$ cat config.mk
export PLATFORM = sky130hd
export DESIGN_NAME = flash_word_loader
export DESIGN_NICKNAME = d
export VERILOG_FILES = /design/src/rtl/flash_load_pkg.sv /design/src/rtl/byte_word_packer.sv /design/src/rtl/flash_word_loader.sv
export SDC_FILE = /design/constraint.sdc
export NUM_CORES = 2
export LEC_CHECK = 0
export CELL_PAD_IN_SITES_DETAIL_PLACEMENT = 2
export CELL_PAD_IN_SITES_GLOBAL_PLACEMENT = 2
export CORE_MARGIN = 5
export CORE_UTILIZATION = 38
export CTS_CLUSTER_SIZE = 8
export DETAILED_ROUTE_END_ITERATION = 10
export HOLD_SLACK_MARGIN = 0.02
export PLACE_DENSITY_LB_ADDON = 0.1
export SYNTH_ARGS = -nofsm -noshare
export SYNTH_HDL_FRONTEND = slang
export SYNTH_SLANG_ARGS = --single-unit
export TNS_END_PERCENT = 100
$ cat constraint.sdc
create_clock -name sys_clk -period 26.5 [get_ports sys_clk]
set_input_delay 5.3 -clock sys_clk [delete_from_list [all_inputs] [get_ports sys_clk]]
set_output_delay 5.3 -clock sys_clk [all_outputs]
set_load 0.02 [all_outputs]
$ cat src/rtl/flash_load_pkg.sv
// Shared definitions for the flash word loader.
// Contents:
//   WORD_BYTES_DEFAULT - bytes per packed output word
//   ADDR_W_DEFAULT     - width of flash byte address and byte count
//   load_state_e       - control FSM encoding (IDLE=0 .. DONE=4)
package flash_load_pkg;

    localparam int unsigned WORD_BYTES_DEFAULT = 32;
    localparam int unsigned ADDR_W_DEFAULT     = 24;

    typedef enum logic [2:0] {
        StIdle  = 3'd0,
        StReq   = 3'd1,
        StRecv  = 3'd2,
        StFlush = 3'd3,
        StDone  = 3'd4
    } load_state_e;

endpackage

$ cat src/rtl/byte_word_packer.sv
// Packs a byte stream MSB-first into WORD_BYTES-wide words.
// Ports:
//   clk_i, rst_i  - clock, asynchronous active-high reset
//   byte_vld_i    - accept byte_i this cycle
//   byte_i        - byte data
//   flush_i       - left-align a partial word, zero-pad the low lanes and emit it
//   load_en_o     - one-cycle pulse: a word appears on load_data_o next cycle
//   load_data_o   - last emitted word, held until the next one
//   partial_o     - a partially filled word is pending
//   idle_o        - nothing pending (no partial word, no word in flight)
module byte_word_packer #(
    parameter int unsigned WORD_BYTES = 32
) (
    input  logic                    clk_i,
    input  logic                    rst_i,
    input  logic                    byte_vld_i,
    input  logic [7:0]              byte_i,
    input  logic                    flush_i,
    output logic                    load_en_o,
    output logic [WORD_BYTES*8-1:0] load_data_o,
    output logic                    partial_o,
    output logic                    idle_o
);

    localparam int unsigned DATA_W = WORD_BYTES * 8;
    localparam int unsigned IDX_W  = (WORD_BYTES > 1) ? $clog2(WORD_BYTES) : 1;

    logic [DATA_W-1:0] shift_q, shift_d;
    logic [DATA_W-1:0] load_data_q, load_data_d;
    logic [IDX_W-1:0]  word_idx_q, word_idx_d;
    logic              load_en_q, load_en_d;
    logic [31:0]       pad_bits;

    always_comb begin
        shift_d     = shift_q;
        word_idx_d  = word_idx_q;
        load_en_d   = 1'b0;
        load_data_d = load_data_q;
        pad_bits    = (WORD_BYTES - 32'(word_idx_q)) << 3;

        if (byte_vld_i) begin
            // First byte of a word starts from a clean register, so the completed
            // word still sitting in shift_q can be copied out this same cycle.
            if (word_idx_q == '0) begin
                shift_d = {{(DATA_W-8){1'b0}}, byte_i};
            end else begin
                shift_d = {shift_q[DATA_W-9:0], byte_i};
            end
            if (word_idx_q == IDX_W'(WORD_BYTES - 1)) begin
                word_idx_d = '0;
                load_en_d  = 1'b1;
            end else begin
                word_idx_d = word_idx_q + IDX_W'(1);
            end
        end else if (flush_i && (word_idx_q != '0)) begin
            // Move received bytes to the top lanes; zeros shift into the bottom.
            shift_d    = shift_q << pad_bits;
            word_idx_d = '0;
            load_en_d  = 1'b1;
        end

        // Word completed last cycle is still intact in shift_q.
        if (load_en_q) begin
            load_data_d = shift_q;
        end
    end

    always_ff @(posedge clk_i or posedge rst_i) begin
        if (rst_i) begin
            shift_q     <= '0;
            load_data_q <= '0;
            word_idx_q  <= '0;
            load_en_q   <= 1'b0;
        end else begin
            shift_q     <= shift_d;
            load_data_q <= load_data_d;
            word_idx_q  <= word_idx_d;
            load_en_q   <= load_en_d;
        end
    end

    assign load_en_o   = load_en_q;
    assign load_data_o = load_data_q;
    assign partial_o   = (word_idx_q != '0);
    assign idle_o      = (word_idx_q == '0) && !load_en_q;

endmodule

$ cat src/rtl/flash_word_loader.sv
// Weight-load responder: takes one load request, issues a single burst read
// to the SPI flash byte reader and packs the returned bytes into words.
// Ports:
//   sys_clk, sys_rst           - clock, asynchronous active-high reset
//   start/start_addr/byte_num  - load request (ignored unless idle)
//   flash_start/addr/len       - burst request to the flash byte reader
//   flash_byte_vld/flash_byte  - returned byte stream
//   load_en/load_data          - word pulse, word data one cycle later
//   busy, load_done            - request in progress / completion pulse
//   load_csum                  - 16-bit sum of accepted bytes
//                                (only with FLASH_WORD_LOADER_CHECKSUM_EN defined)
module flash_word_loader
    import flash_load_pkg::*;
#(
    parameter int unsigned WORD_BYTES = WORD_BYTES_DEFAULT,
    parameter int unsigned ADDR_W     = ADDR_W_DEFAULT
) (
    input  logic                    sys_clk,
    input  logic                    sys_rst,
    input  logic                    start,
    input  logic [ADDR_W-1:0]       start_addr,
    input  logic [ADDR_W-1:0]       byte_num,
    output logic                    flash_start,
    output logic [ADDR_W-1:0]       flash_addr,
    output logic [ADDR_W-1:0]       flash_len,
    input  logic                    flash_byte_vld,
    input  logic [7:0]              flash_byte,
    output logic                    load_en,
    output logic [WORD_BYTES*8-1:0] load_data,
    output logic                    busy,
    output logic                    load_done
`ifdef FLASH_WORD_LOADER_CHECKSUM_EN
   ,output logic [15:0]             load_csum
`endif
);

    load_state_e       state_q, state_d;
    logic [ADDR_W-1:0] addr_q, addr_d;
    logic [ADDR_W-1:0] len_q, len_d;
    logic [ADDR_W-1:0] byte_cnt_q, byte_cnt_d;
    logic              byte_acc;
    logic              all_in;
    logic              pk_partial;
    logic              pk_idle;

    assign all_in   = (byte_cnt_q == len_q);
    // Bytes beyond the requested length are dropped here.
    assign byte_acc = (state_q == StRecv) && flash_byte_vld && !all_in;

    always_comb begin
        state_d    = state_q;
        addr_d     = addr_q;
        len_d      = len_q;
        byte_cnt_d = byte_cnt_q;

        if (byte_acc) begin
            byte_cnt_d = byte_cnt_q + ADDR_W'(1);
        end

        unique case (state_q)
            StIdle: begin
                if (start) begin
                    addr_d     = start_addr;
                    len_d      = byte_num;
                    byte_cnt_d = '0;
                    state_d    = StReq;
                end
            end
            StReq: begin
                state_d = (len_q == '0) ? StDone : StRecv;
            end
            StRecv: begin
                // Leave only once the final word has landed on load_data.
                if (all_in) begin
                    if (pk_partial) begin
                        state_d = StFlush;
                    end else if (pk_idle) begin
                        state_d = StDone;
                    end
                end
            end
            StFlush: begin
                if (pk_idle) begin
                    state_d = StDone;
                end
            end
            StDone: begin
                state_d = StIdle;
            end
            default: begin
                state_d = StIdle;
            end
        endcase
    end

    always_ff @(posedge sys_clk or posedge sys_rst) begin
        if (sys_rst) begin
            state_q    <= StIdle;
            addr_q     <= '0;
            len_q      <= '0;
            byte_cnt_q <= '0;
        end else begin
            state_q    <= state_d;
            addr_q     <= addr_d;
            len_q      <= len_d;
            byte_cnt_q <= byte_cnt_d;
        end
    end

    byte_word_packer #(
        .WORD_BYTES (WORD_BYTES)
    ) u_packer (
        .clk_i       (sys_clk),
        .rst_i       (sys_rst),
        .byte_vld_i  (byte_acc),
        .byte_i      (flash_byte),
        .flush_i     (state_q == StFlush),
        .load_en_o   (load_en),
        .load_data_o (load_data),
        .partial_o   (pk_partial),
        .idle_o      (pk_idle)
    );

    assign flash_start = (state_q == StReq);
    assign flash_addr  = addr_q;
    assign flash_len   = len_q;
    assign busy        = (state_q == StReq) || (state_q == StRecv) || (state_q == StFlush);
    assign load_done   = (state_q == StDone);

`ifdef FLASH_WORD_LOADER_CHECKSUM_EN
    logic [15:0] csum_q, csum_d;

    always_comb begin
        csum_d = csum_q;
        if ((state_q == StIdle) && start) begin
            csum_d = '0;
        end else if (byte_acc) begin
            csum_d = csum_q + 16'(flash_byte);
        end
    end

    always_ff @(posedge sys_clk or posedge sys_rst) begin
        if (sys_rst) begin
            csum_q <= '0;
        end else begin
            csum_q <= csum_d;
        end
    end

    assign load_csum = csum_q;
`endif

endmodule

==> results.cfg <==
[run]
maxCapViolations = 0

[die]
dieArea_sq_mm = 0.105
die_w_um = 324
std_cell_rows = 115
ios = 368
start_util = 0.382
fp.coreArea_sq_mm = 0.0981
dieHeight_um = 324

[worst_setup_path]
worstSetupPathType = input pin to flop
cp.required_ns = 27.10
r2r_start = u_packer.word_idx_q[1]
startpoint_type = input pin
cp-end-kind = flop
ff2ff_setup_slack_ns = 20.83
critPathMaxFanout = 71
r2r_end = u_packer.shift_q[211]
arrival_ns = 9.09
ff2ff_path_depth = 9

[placed_design]
port_buffers = 367
hpwl_mm = 155
place_inst = 4991
place_congestion = 1.04

[sta]
holdWs_ns = 0.483
fin_skew_ns = 0.0452
slew_violations = 0
setup-violations-final = 0
setup-tns-final_ns = 0
final-hold-violation-count = 0
slew_headroom = 0.0191
max_freq_mhz = 118
rsz0062_at_grt = false
period_needed_ns = 8.49
tightest_slew_ns = 1.46
min_period_over_period = 0.320

[global_routing]
grt_overflow = 0
grt_first_pass_wirelength_mm = 294
antenna_found_initial = 32
grt_start_max_net_pins = 127
grtUsageTotal = 0.393
grt_pass1_vias = 36100

[synth]
synth.net_count = 3644
synth_flop_cell = dfrtp_1
synthMuxAreaShare = 0.275
async_flop_share = 1.00
seq_area_frac_synth = 0.396
synth-compound-area-share = 0.162
synthDistinctLibCells = 89
ys.warnings.count = 0
synth_xor_xnor_area_share = 0.00812
synth_simple_gate_area_frac = 0.105
synth_fa_ha_area_frac = 0.00167
netlist_area_sq_mm = 0.0375
synth_cells = 3579
synth-edff-count = 0
postSynthAreaPerCell_sq_um = 10.5
ys_seq_elements = 593
synth_top_family_by_area = multiplexers

[detailed_routing]
first_iter_violations = 4264
firstDrtPassIters = 6
routedWlPerCell_um = 41.3
drc_errors = 0
avgViaCountPerCell = 6.82
drt-total-wl_mm = 211
vias = 34800
antenna_left = 0

[finish]
fillers = 9985
stdcell_count = 5102
multi_input_area_sq_mm = 0.0208
mostFrequentLayoutCell = dfrtp_1
nets = 3856
final_util = 0.450
seqCellArea_sq_mm = 0.0148
area_delta_synth_final_pct = 17.9
most-common-layout-cells = 591 x dfrtp_1, 450 x mux2_2, 384 x nand2_1, 367 x clkdlybuf4s50_1, 297 x nor2_1
drive_gt1_frac = 0.216

[clock_tree]
cts_tree = yes
cts_buffers = 85
clockBufferDepth = 3
worstSkewPairLatency_ns = 0.70
cts_sinks = 593
post_cts_resized = 0
clk_pin_slew_ns = 0.05
hold_buffers = 0
cts_root_buffer = clkbuf_16
postCtsSetupBuffers = 0
htree_num_levels = 3

[outcome]
status = finished, final reports clean

[worst_hold_path]
hold_depth = 2
holdCritPathClass = flop to flop
worstHoldStart = flash_addr[23]
whs_endpoint = flash_addr[23]
## synth_stat cells, drive strengths merged (63+ instances only)
| library cell | number | area [sq um] |
|---|---|---|
| a221o | 66 | 661 |
| o21ai | 162 | 822 |
| nand2 | 390 | 1490 |
| nand3 | 63 | 315 |
| mux2 | 450 | 5070 |
| mux2i | 241 | 2410 |
| mux4 | 125 | 2820 |
| clkbuf | 119 | 447 |
| o22ai | 72 | 450 |
| dfrtp | 593 | 14800 |
| nor2 | 308 | 1170 |
| buf | 213 | 1360 |
| a22oi | 97 | 728 |
| a21oi | 155 | 783 |
| a221oi | 67 | 587 |
## stage by stage
stage,cell area [sq um],setup slack (ns)
CTS,44100,18.12
global placement,41800,17.58
global route,44100,17.92
finish,44200,18.01
detailed placement,41800,17.42
floorplan,37500,4.60
## final cells by class
cell class	instances	share of cell area
diodes	7	0.000397
clock inverters	7	0.00232
repair buffers	457	0.0996
well taps	1287	0.0365
flip-flops and latches	593	0.336
inverters	39	0.00360
clock buffers	97	0.0504
multi-input cells	2615	0.471
## flip-flops by register name, indices dropped and copies added, names as in the netlist
| register | flops |
|---|---|
| u_packer.word_idx_q | 5 |
| state_q | 3 |
| u_packer.shift_q | 256 |
| byte_cnt_q | 24 |
| u_packer.load_en_o | 1 |
| flash_addr | 24 |
| flash_len | 24 |
| u_packer.load_data_o | 256 |
## per-layer routing
layer  vias to the layer above  wire [um]  GRT usage
met5                         -        117          0
met4                        20      15400      0.226
met3                       483      20900      0.120
met2                      1993      89200      0.577
met1                     18400      85200      0.516
li1                      13900          -          -
## worst max path at each step
| stage | from | end | slack, ns | cells past startpoint |
|---|---|---|---|---|
| floorplan | sys_rst | byte_cnt_q[0] | 4.60 | 1 |
| global placement | flash_byte_vld | u_packer.shift_q[140] | 17.58 | 8 |
| detailed placement | flash_byte_vld | u_packer.shift_q[136] | 17.42 | 8 |
| CTS | flash_byte_vld | u_packer.shift_q[136] | 18.12 | 8 |
| global route | sys_rst | u_packer.load_data_o[52] | 17.92 | 5 |
| finish | flash_byte_vld | u_packer.shift_q[156] | 18.01 | 8 |
## cell families (layout without fill, tap and decap cells)
kind of cell,Yosys count,after routing
simple gates,901,901
compound gates,860,860
mux,816,816
flops,593,593
buf+inv,371,600
xor+xnor,33,33
fa+ha+maj,5,5
other cells,0,7
## worst max-delay path: stages
cell             delay [ns]
clkdlybuf4s50_1        0.43
and3_1                 0.25
nor2_1                 0.30
a21o_4                 0.73
buf_4                  0.69
buf_4                  0.86
a22oi_1                0.23
nand3_1                0.14
Power is not shown: default switching activity piles up to over one toggle a cycle in this logic, so the estimate is an artifact.
